===== src/rtl/u_seqrdiv_pkg.sv =====
// Shared types and constants for the sequential restoring divider.
// State encoding, default width and counter sizing live here so the top and its step cell agree.
package u_seqrdiv_pkg;

    typedef enum logic [1:0] {
        IDLE = 2'd0,
        RUN  = 2'd1,
        DONE = 2'd2
    } state_t;

    localparam int DEF_N = 8;

    // The counter must hold the full 2N iteration count, hence 2N+1 distinct values.
    function automatic int cnt_width(input int n);
        return $clog2(2 * n + 1);
    endfunction

endpackage


===== src/rtl/u_seqrdiv_step.sv =====
// Single restoring-division iteration: shift one dividend bit into the partial
// remainder, subtract the divisor when it fits, and emit the quotient bit.
module u_seqrdiv_step #(
    parameter int N = 8
) (
    input  logic [N:0]   r,
    input  logic         q_msb,
    input  logic [N-1:0] b,
    output logic [N:0]   r_next,
    output logic         qbit
);

    logic [N+1:0] r_wide;
    logic [N:0]   diff;

    assign r_wide = {r, q_msb};
    assign qbit   = (r_wide >= {2'b00, b});
    // When qbit is set the shifted value is below 2b, so N+1 bits hold the difference.
    assign diff   = r_wide[N:0] - {1'b0, b};
    assign r_next = qbit ? diff : r_wide[N:0];

endmodule


===== src/rtl/u_seqrdiv16x8.sv =====
// Sequential unsigned radix-2 restoring divider: 2N-bit dividend / N-bit divisor, one quotient bit per clock.
// Optional macro U_SEQRDIV_SKIP_EN skips the N leading all-zero iterations when the dividend's upper half is zero.
module u_seqrdiv16x8
    import u_seqrdiv_pkg::*;
#(
    parameter int N = DEF_N
) (
    input  logic           clk,
    input  logic           rst,
    input  logic           in_valid,
    output logic           in_ready,
    input  logic [2*N-1:0] a,
    input  logic [N-1:0]   b,
    output logic           out_valid,
    input  logic           out_ready,
    output logic [2*N-1:0] quot,
    output logic [N-1:0]   rem,
    output logic           div_zero
);

    localparam int CW = cnt_width(N);

    state_t         state, state_next;
    logic [2*N-1:0] q_reg;
    logic [N:0]     r_reg;
    logic [N-1:0]   b_reg;
    logic [CW-1:0]  cnt;
    logic           dz_reg;
    logic [N:0]     r_step;
    logic           qbit;

    u_seqrdiv_step #(.N(N)) u_step (
        .r      (r_reg),
        .q_msb  (q_reg[2*N-1]),
        .b      (b_reg),
        .r_next (r_step),
        .qbit   (qbit)
    );

    // NOTE: sequential state uses non-blocking assignments so every register samples pre-edge values.
    always_ff @(posedge clk) begin
        if (rst) state <= IDLE;
        else     state <= state_next;
    end

    // NOTE: every output of this block gets a default first, so no path can infer a latch.
    always_comb begin
        state_next = state;
        in_ready   = 1'b0;
        out_valid  = 1'b0;
        unique case (state)
            IDLE: begin
                in_ready = 1'b1;
                if (in_valid) state_next = (b == '0) ? DONE : RUN;
            end
            RUN: begin
                if (cnt == CW'(1)) state_next = DONE;
            end
            DONE: begin
                out_valid = 1'b1;
                if (out_ready) state_next = IDLE;
            end
            default: state_next = IDLE;
        endcase
    end

    always_ff @(posedge clk) begin
        if (rst) begin
            q_reg  <= '0;
            r_reg  <= '0;
            b_reg  <= '0;
            cnt    <= '0;
            dz_reg <= 1'b0;
        end else begin
            unique case (state)
                IDLE: begin
                    if (in_valid) begin
                        b_reg <= b;
                        if (b == '0) begin
                            // Divide-by-zero returns a saturated quotient and the low dividend half.
                            q_reg  <= '1;
                            r_reg  <= {1'b0, a[N-1:0]};
                            cnt    <= '0;
                            dz_reg <= 1'b1;
                        end else begin
                            r_reg  <= '0;
                            dz_reg <= 1'b0;
`ifdef U_SEQRDIV_SKIP_EN
                            if (a[2*N-1:N] == '0) begin
                                q_reg <= {a[N-1:0], {N{1'b0}}};
                                cnt   <= CW'(N);
                            end else begin
                                q_reg <= a;
                                cnt   <= CW'(2 * N);
                            end
`else
                            q_reg <= a;
                            cnt   <= CW'(2 * N);
`endif
                        end
                    end
                end
                RUN: begin
                    q_reg <= {q_reg[2*N-2:0], qbit};
                    r_reg <= r_step;
                    cnt   <= cnt - CW'(1);
                end
                DONE: begin
                    if (out_ready) dz_reg <= 1'b0;
                end
                default: ;
            endcase
        end
    end

    assign quot     = q_reg;
    assign rem      = r_reg[N-1:0];
    assign div_zero = dz_reg;

endmodule


===== config.mk =====
export PLATFORM = sky130hd
export DESIGN_NAME = u_seqrdiv16x8
export DESIGN_NICKNAME = d
export VERILOG_FILES = /design/src/rtl/u_seqrdiv_pkg.sv /design/src/rtl/u_seqrdiv_step.sv /design/src/rtl/u_seqrdiv16x8.sv
export SDC_FILE = /design/constraint.sdc
export NUM_CORES = 1
export LEC_CHECK = 0
export CAP_MARGIN = 30
export CORE_MARGIN = 10
export CORE_UTILIZATION = 41
export CTS_CLUSTER_DIAMETER = 100
export DETAILED_ROUTE_END_ITERATION = 7
export GPL_ROUTABILITY_DRIVEN = 0
export MAX_ROUTING_LAYER = met4
export PLACE_DENSITY = 0.69
export SYNTH_ARGS = -nofsm -noshare
export SYNTH_HDL_FRONTEND = slang
export SYNTH_SLANG_ARGS = --single-unit

===== constraint.sdc =====
create_clock -name clk -period 2.15 [get_ports clk]
set_input_delay 0.3225 -clock clk [delete_from_list [all_inputs] [get_ports clk]]
set_output_delay 0.3225 -clock clk [all_outputs]
set_load 0.1 [all_outputs]

Word level (Yosys, flattened, before mapping)
Cells that the tools add are included.
{"block": "word_totals", "ff_bits": 41, "latchBits": 0, "ram_bits": 0, "rom_bits": 0, "inputBits": 28, "out_inout_bits": 27, "wordCells": 44, "mem_count": 0}
{"block": "classes", "addsub": 2, "n_mul": 0, "div_mod_pow": 0, "magnitude_cmp": 1, "n_eq_ne": 6, "shift": 0, "muxes": 21, "bitwise": 0, "reduce_logical": 8}
{"cell": "two-way mux 16 bit", "n": 2}
{"cell": "one-hot mux 16 bit (2 select lines)", "n": 1}
{"cell": "two-way mux 9 bit", "n": 2}
{"cell": "one-hot mux 9 bit (2 select lines)", "n": 1}
{"cell": ">= comparator 10 x 8 -> 1 bit", "n": 1}
{"cell": "two-way mux 5 bit", "n": 2}
{"cell": "one-hot mux 5 bit (2 select lines)", "n": 1}
{"cell": "subtractor 9 x 8 -> 9 bit", "n": 1}
{"cell": "logical NOT 8 bit", "n": 1}
{"cell": "two-way mux 2 bit", "n": 4}
{"cell": "two-way mux 8 bit", "n": 1}
{"cell": "!= test 2 bit, second input constant", "n": 3}
{"cell": "one-hot mux 2 bit (3 select lines)", "n": 1}
{"cell": "AND reduction 3 bit", "n": 2}
{"cell": "equality test 5 x 1 -> 1 bit, second input constant", "n": 1}
{"cell": "two-way mux 1 bit", "n": 5}
{"cell": "subtractor 5 x 1 -> 5 bit, second input constant", "n": 1}
{"cell": "AND reduction 2 bit", "n": 2}
{"cell": "nonzero test 2 bit", "n": 2}
{"cell": "equality test 2 x 1 -> 1 bit, second input constant", "n": 1}
{"cell": "equality test 2 bit, second input constant", "n": 1}
{"cell": "logical NOT 2 bit", "n": 1}
{"cell": "one-hot mux 1 bit (2 select lines)", "n": 1}

Logic depth before layout (Yosys ltp)
Gate-level depths: netlist of run 1.
{"block": "depth", "word_depth": 4, "mapped_depth": 10}

Hierarchy
A second synthesis of run 1 with hierarchy kept.
{"block": "unflattened", "cells_unflattened": 286, "area_unflattened_um2": 2562.5}
{"mod": "u_seqrdiv16x8", "n_inst": 1, "cells_per_inst": 211, "area_per_inst_um2": 2039.5}
{"mod": "u_seqrdiv_step", "n_inst": 1, "cells_per_inst": 75, "area_per_inst_um2": 523.0}

Least setup slack after synthesis of run 1
Ideal clock, no wire load.
{"block": "synth_path", "path_kind": "flip-flop to flip-flop", "start": "register q_reg[15] (netlist: quot[15])", "end": "register r_reg[6]", "t_arrival_ns": 2.004, "path_slack_ns": 0.000, "stages_incl_launch_ff": 9, "period_less_slack_ns": 2.150, "cell_sequence": "dfxtp_1 inv_1 ha_1 inv_1 fa_1 a211o_1 a41o_1 o41ai_1 a211oi_2"}
{"block": "synth_between", "elab_chain_len": 3, "elab_cells_between_ends": 4, "classes_between": "add/sub: 1; order compare: 1; mux: 2"}
{"element": "start, declared", "line_no": "u_seqrdiv16x8.sv:24", "source": "logic [2*N-1:0] q_reg;"}
{"element": "start signal, assigned", "line_no": "u_seqrdiv16x8.sv:104", "source": "q_reg <= {q_reg[2*N-2:0], qbit};"}
{"element": "subtractor 9 x 8 -> 9 bit / >= comparator 10 x 8 -> 1 bit (equally long branches)", "line_no": "u_seqrdiv_step.sv:19, u_seqrdiv_step.sv:17"}
{"element": "two-way mux 9 bit (*)", "line_no": "u_seqrdiv_step.sv:20", "source": "assign r_next = qbit ? diff : r_wide[N:0];"}
{"element": "one-hot mux 9 bit (2 select lines) (*)", "line_no": "u_seqrdiv16x8.sv:75", "source": "unique case (state)"}
{"element": "end signal, assigned", "line_no": "u_seqrdiv16x8.sv:82", "source": "r_reg <= {1'b0, a[N-1:0]};"}
{"element": "end signal, assigned", "line_no": "u_seqrdiv16x8.sv:105", "source": "r_reg <= r_step;"}
{"element": "end, declared", "line_no": "u_seqrdiv16x8.sv:25", "source": "logic [N:0] r_reg;"}
Every way passes the cells marked *; elsewhere a longest branch is shown, timed or not.
A chain may end at the register's enable or synchronous reset.

Final worst setup path of run 1
{"block": "layout_path", "start": "register q_reg[15] (netlist: quot[15])", "end": "register r_reg[2]"}
The elaborated chain is that of the path after synthesis.

==> impl_metrics.py, run 1 <==
metrics = {
    "run_status": {
        "status": "finished, violations left",
        "failed_checks": "setup timing",
    },
    "clock_network": {
        "htreeDepth": 2,
        "clock-root-buffer": "clkbuf_8",
        "cts_made_buffers": 5,
        "cts_sinks": 41,
        "clk-insertion-delay-late_ns": 0.30,
        "path_clk_slew_ns": 0.09,
        "tritoncts": "done",
        "postCtsHoldBufs": 0,
        "cts_buffer_depth": 2,
    },
    "route": {
        "drt_first_pass_iters": 4,
        "drt-total-wl_um": 7180,
        "vias_per_cell": 5.46,
        "post_drt_wl_per_cell_um": 15.7,
        "drc": 0,
        "drt_iter0_drc": 120,
        "ant_nets": 0,
        "vias": 2497,
    },
    "floorplanning": {
        "io-pin-count": 55,
        "start_util": 0.428,
        "die_h_um": 99.3,
        "row_count": 28,
        "coreArea_um2": 6030,
        "die_area_um2": 9870,
        "die_width_um": 99.3,
    },
    "synth": {
        "synth-seq-area-share": 0.318,
        "synthSimpleGateAreaFrac": 0.318,
        "synth.net_count": 363,
        "synth_top_family_by_area": "simple AND/OR/NAND/NOR gates",
        "synth_xor_area_frac": 0.0136,
        "ys_ff_latch": 41,
        "synth.distinct_cells": 58,
        "synth_fa_ha_area_frac": 0.0562,
        "synthTopCellsByCount": "44 x nor2_1, 41 x dfxtp_1, 26 x a21oi_1, 26 x nand2_1, 21 x nor3_1",
        "async_flop_share": 0,
        "synth.yosys.warnings": 0,
        "synth_compound_area_frac": 0.179,
        "yosysMostFrequentCell": "nor2_1",
        "synth_area_leaders": "dfxtp_1 32%, nor2_1 6.4%, a21oi_1 5.0%",
        "yosysTopAreaCell": "dfxtp_1",
        "syn_avg_cell_area_um2": 7.97,
        "netlist_instances": 324,
        "synthFlopType": "dfxtp_1",
        "synth-edff-count": 0,
        "synth_top_area_share": 0.318,
        "synth_mux_area_frac": 0.0155,
        "synth.cell_area_um2": 2580,
    },
    "power": {
        "ir_drop_mv": 0.515,
        "p_leak_uw": 0.00138,
        "power_density_nw_per_um2": 944,
    },
    "global_routing": {
        "antenna_found_initial": 0,
        "grt_pass1_vias": 2377,
        "grt_use_total": 0.145,
        "overflow": 0,
        "grt_pass1_wl_um": 11700,
        "grt_max_degree": 35,
    },
    "cells_and_area": {
        "multi_input_area_um2": 1550,
        "drive_above_1_share": 0.262,
        "antenna_cells": 0,
        "fin_nets": 420,
        "area_growth_pct": 30.6,
        "largest_reg_flops": 16,
        "nFillCells": 551,
        "finalCoreUtilization": 0.559,
        "area.sequential_um2": 823,
    },
    "sta": {
        "rsz0062_at_grt": "true",
        "skew_ns": 0.00848,
        "worst_slack_ns": -0.0262,
        "tns_ns": -0.0443,
        "max_freq_mhz": 460,
        "post-route-period-util": 1.01,
        "finalSetupViolations": 2,
        "worst_pin_slew_ns": 0.699,
        "holdWs_ns": 0.456,
        "slew_violations": 0,
        "hold_viol": 0,
        "min_period_ns": 2.18,
        "relSlewSlack": 0.534,
    },
    "critical_path": {
        "critPathKind": "flip-flop to flip-flop",
        "crit_required_ns": 2.40,
        "cp-end-kind": "flip-flop",
        "cp.arrival_ns": 2.43,
        "worstPathMaxFanout": 6,
        "start_kind": "flip-flop",
    },
    "job": {
        "drv_cap": 0,
    },
    "place": {
        "pre_cts_ws_ns": -0.135,
        "port_buffers": 54,
        "dp_hpwl_um": 5370,
    },
    "hold_path": {
        "hold_path_class": "flip-flop to flip-flop",
    },
}
cell type report:
type,count,share of cell area
multi-input combinational,234,0.459
clock inverter,3,0.0204
sequential,41,0.244
clock buffer,5,0.0204
timing repair buffer,84,0.212
tap,75,0.0278
inverter,15,0.0167
critical path, stage by stage, from the launching register on:
cell	delay [ns]
dfxtp_2	0.33
inv_2	0.06
ha_4	0.13
inv_2	0.04
fa_2	0.36
a211o_1	0.29
a21boi_2	0.18
o211ai_4	0.14
buf_6	0.16
nor4b_1	0.29
a211o_1	0.15
cell families (layout without fill, tap and decap cells):
| logic type | after synthesis | in the layout |
|---|---|---|
| AOI/OAI and AO/OA | 64 | 64 |
| xor gates and xnor gates | 4 | 4 |
| adders and majority gates | 11 | 11 |
| buffers and inverters | 49 | 107 |
| DFF | 41 | 41 |
| muxes | 4 | 4 |
| and+or+nand+nor | 151 | 151 |
power by group:
part           internal (uW)  total, uW  switching (uW)
combinational            543       1500             960
clock                    468        763             295
sequential               843        917            74.2
path summary, 6_finish.rpt:
path                         start                     to  slack (ns)  depth (start not counted)
max          quot[15]$_SDFFE_PP0P_  r_reg[2]$_SDFFE_PP0P_       -0.03                         10
min          b_reg[5]$_SDFFE_PP0P_  b_reg[5]$_SDFFE_PP0P_        0.46                          2
max reg2reg  quot[15]$_SDFFE_PP0P_  r_reg[2]$_SDFFE_PP0P_       -0.03                         10
min reg2reg  b_reg[5]$_SDFFE_PP0P_  b_reg[5]$_SDFFE_PP0P_        0.46                          2
through the flow:
step                      instances  power (uW)  area [um2]
after global placement          448        2360        3190
after detailed placement        448        2370        3190
after CTS                       457        3200        3370
after floorplan                 324        2020        2590
after global routing            457        3350        3370
final                           457        3180        3370
placed cells by master, fill, tap and decap left out, types with 3 or more instances in the layout:
cell / n
a211oi_2: 3
a21oi_1: 26
a31oi_1: 4
and3_1: 5
buf_4: 54
clkbuf_8: 5
clkdlybuf4s50_1: 26
dfxtp_1: 39
ha_1: 9
inv_1: 13
mux2i_1: 4
nand2_1: 26
nand2b_1: 4
nand3_1: 11
nor2_1: 44
nor2b_1: 4
nor2b_2: 3
nor3_1: 21
nor4_1: 8
nor4_2: 9
o21a_1: 3
xor2_1: 3
metal layers:
layer	global-route usage	up-vias	wire (um)
met1	0.177	1178	3410
met5	-	-	0
met2	0.233	58	3450
met3	0.0346	6	234
met4	0.0408	0	85
li1	-	1255	-
timing repair:
| item | in CTS | in global routing |
|---|---|---|
| setup buffers | 1 | 0 |
| setup endpoints to repair | 8 | 8 |
| gates resized for setup | 12 | 0 |
| pin swaps | 7 | 2 |
Power figures use the tool's default switching activity.
==> run 2: changes to the inputs <==
CORE_UTILIZATION = 35   (was 41)
PLACE_DENSITY = default   (was 0.69)
==> run 2 against run 1 <==
The flow still finishes with violations (setup timing). Sequential power about the same. Setup slack worse by 0.10 ns. Clock skew shrank 0.0027 ns. Utilization down 7.6 points. Via count is 0.24% lower. Critical endpoint is now r_reg[7]$_SDFFE_PP0P_. First-iteration DRC count is 2.5% higher. Sequential share of layout area fell by 0.82 points. Fmax decreased by 4.4%. Largest cell class unchanged. Cell area grew 3.5%. Final cell count rose by 6.8%.
==> impl_metrics.py, run 2 (same netlist as run 1, synthesis figures left out) <==
metrics = {
    "floorplanning": {
        "coreArea_um2": 7210,
        "die_area_um2": 11200,
        "row_count": 31,
        "start_util": 0.358,
        "io-pin-count": 55,
        "die_h_um": 106,
        "die_width_um": 106,
    },
    "sta": {
        "post-route-period-util": 1.06,
        "worst_pin_slew_ns": 0.815,
        "holdWs_ns": 0.456,
        "hold_viol": 0,
        "rsz0062_at_grt": "true",
        "tns_ns": -0.423,
        "max_freq_mhz": 439,
        "skew_ns": 0.00578,
        "relSlewSlack": 0.456,
        "slew_violations": 0,
        "finalSetupViolations": 8,
        "worst_slack_ns": -0.127,
        "min_period_ns": 2.28,
    },
    "route": {
        "drt-total-wl_um": 7730,
        "post_drt_wl_per_cell_um": 15.8,
        "vias": 2491,
        "drc": 0,
        "ant_nets": 0,
        "drt_iter0_drc": 123,
        "vias_per_cell": 5.10,
        "drt_first_pass_iters": 4,
    },
    "cells_and_area": {
        "final_cell_mix": "58 x buf_4, 44 x nor2_1, 39 x dfxtp_1",
        "finalCoreUtilization": 0.484,
        "area_growth_pct": 35.1,
        "fin_nets": 428,
        "drive_above_1_share": 0.290,
        "final_common_cell": "buf_4",
        "largest_reg_flops": 16,
        "nFillCells": 732,
        "antenna_cells": 0,
    },
    "power": {
        "ir_drop_mv": 0.294,
        "power_density_nw_per_um2": 888,
        "power_uw": 3100,
        "p_leak_uw": 0.00141,
    },
    "global_routing": {
        "grt_use_total": 0.137,
        "grt_pass1_wl_um": 12500,
        "antenna_found_initial": 0,
        "grt_max_degree": 38,
        "overflow": 0,
        "grt_pass1_vias": 2536,
    },
    "place": {
        "dp_hpwl_um": 5570,
        "port_buffers": 54,
    },
    "critical_path": {
        "cp.arrival_ns": 2.48,
        "critPathKind": "flip-flop to flip-flop",
        "worstPathMaxFanout": 5,
        "crit_required_ns": 2.35,
        "rr_startpoint": "quot[15]$_SDFFE_PP0P_",
        "reg2reg_slack_ns": -0.13,
        "start_kind": "flip-flop",
        "timing.rr.end": "r_reg[7]$_SDFFE_PP0P_",
        "cp-end-kind": "flip-flop",
        "reg2reg_depth": 10,
    },
    "clock_network": {
        "clock-root-buffer": "clkbuf_8",
        "cts_sinks": 41,
        "cts_buffer_depth": 2,
        "path_clk_slew_ns": 0.08,
        "cts_made_buffers": 5,
        "tritoncts": "done",
        "htreeDepth": 2,
        "clk-insertion-delay-late_ns": 0.30,
    },
    "run_status": {
        "status": "finished, violations left",
        "failed_checks": "setup timing",
    },
    "job": {
        "drv_cap": 0,
    },
    "hold_path": {
        "hold_path_class": "flip-flop to flip-flop",
        "hold_path_depth": 2,
        "worstHoldStart": "b_reg[4]$_SDFFE_PP0P_",
        "hold_end": "b_reg[4]$_SDFFE_PP0P_",
    },
}
[run 2: worst max path at each step]
stage / start / endpoint
after floorplan: quot[15]$_SDFFE_PP0P_ / r_reg[3]$_SDFFE_PP0P_
after global placement: quot[15]$_SDFFE_PP0P_ / r_reg[4]$_SDFFE_PP0P_
after detailed placement: quot[15]$_SDFFE_PP0P_ / r_reg[0]$_SDFFE_PP0P_
after CTS: quot[15]$_SDFFE_PP0P_ / r_reg[0]$_SDFFE_PP0P_
after global routing: quot[15]$_SDFFE_PP0P_ / r_reg[7]$_SDFFE_PP0P_
final: quot[15]$_SDFFE_PP0P_ / r_reg[7]$_SDFFE_PP0P_
[run 2: layer usage]
layer / part of all wire / vias to the layer above / track usage
li1: - / 1276 / -
met1: 0.47 / 1166 / 0.167
met2: 0.49 / 40 / 0.225
met3: 0.024 / 9 / 0.0244
met4: 0.016 / 0 / 0.0455
met5: 0 / - / -
[run 2: report_power, final]
part	switching, uW	internal, uW
Combinational	1030	618
Clock	280	254
Sequential	71.7	843
Total	1380	1710
[run 2: per-stage QoR]
stage	worst slack (ns)	cells	instance area (um2)
after floorplan	0.000786	324	2590
after global placement	-0.110	476	3270
after detailed placement	-0.187	476	3270
after CTS	-0.127	487	3430
after global routing	-0.210	488	3490
final	-0.127	488	3490
[run 2: area by class of cell]
cell class                      instances  area (um2)  area share
Clock buffer                            6        82.6      0.0237
Clock inverter                          1        7.51     0.00215
Inverter                               15        56.3      0.0161
Multi-Input combinational cell        235        1600       0.459
Sequential cell                        41         823       0.236
Tap cell                               99         124      0.0355
Timing Repair Buffer                   91         795       0.228
[run 2: worst max-delay path, cell delays in order, from the launching register on]
cell	delay, ns
dfxtp_2	0.33
inv_2	0.07
ha_4	0.13
inv_2	0.04
fa_2	0.36
a211o_1	0.29
a21boi_2	0.20
o211ai_4	0.13
buf_6	0.18
or3_1	0.30
o211a_1	0.13
[run 2: what timing repair did]
action,CTS,global route
hold buffers,0,0
pin swaps,6,10
gates cloned,1,0
buffers inserted,3,1
endpoints found under the setup margin,9,9
gates resized for setup,11,10
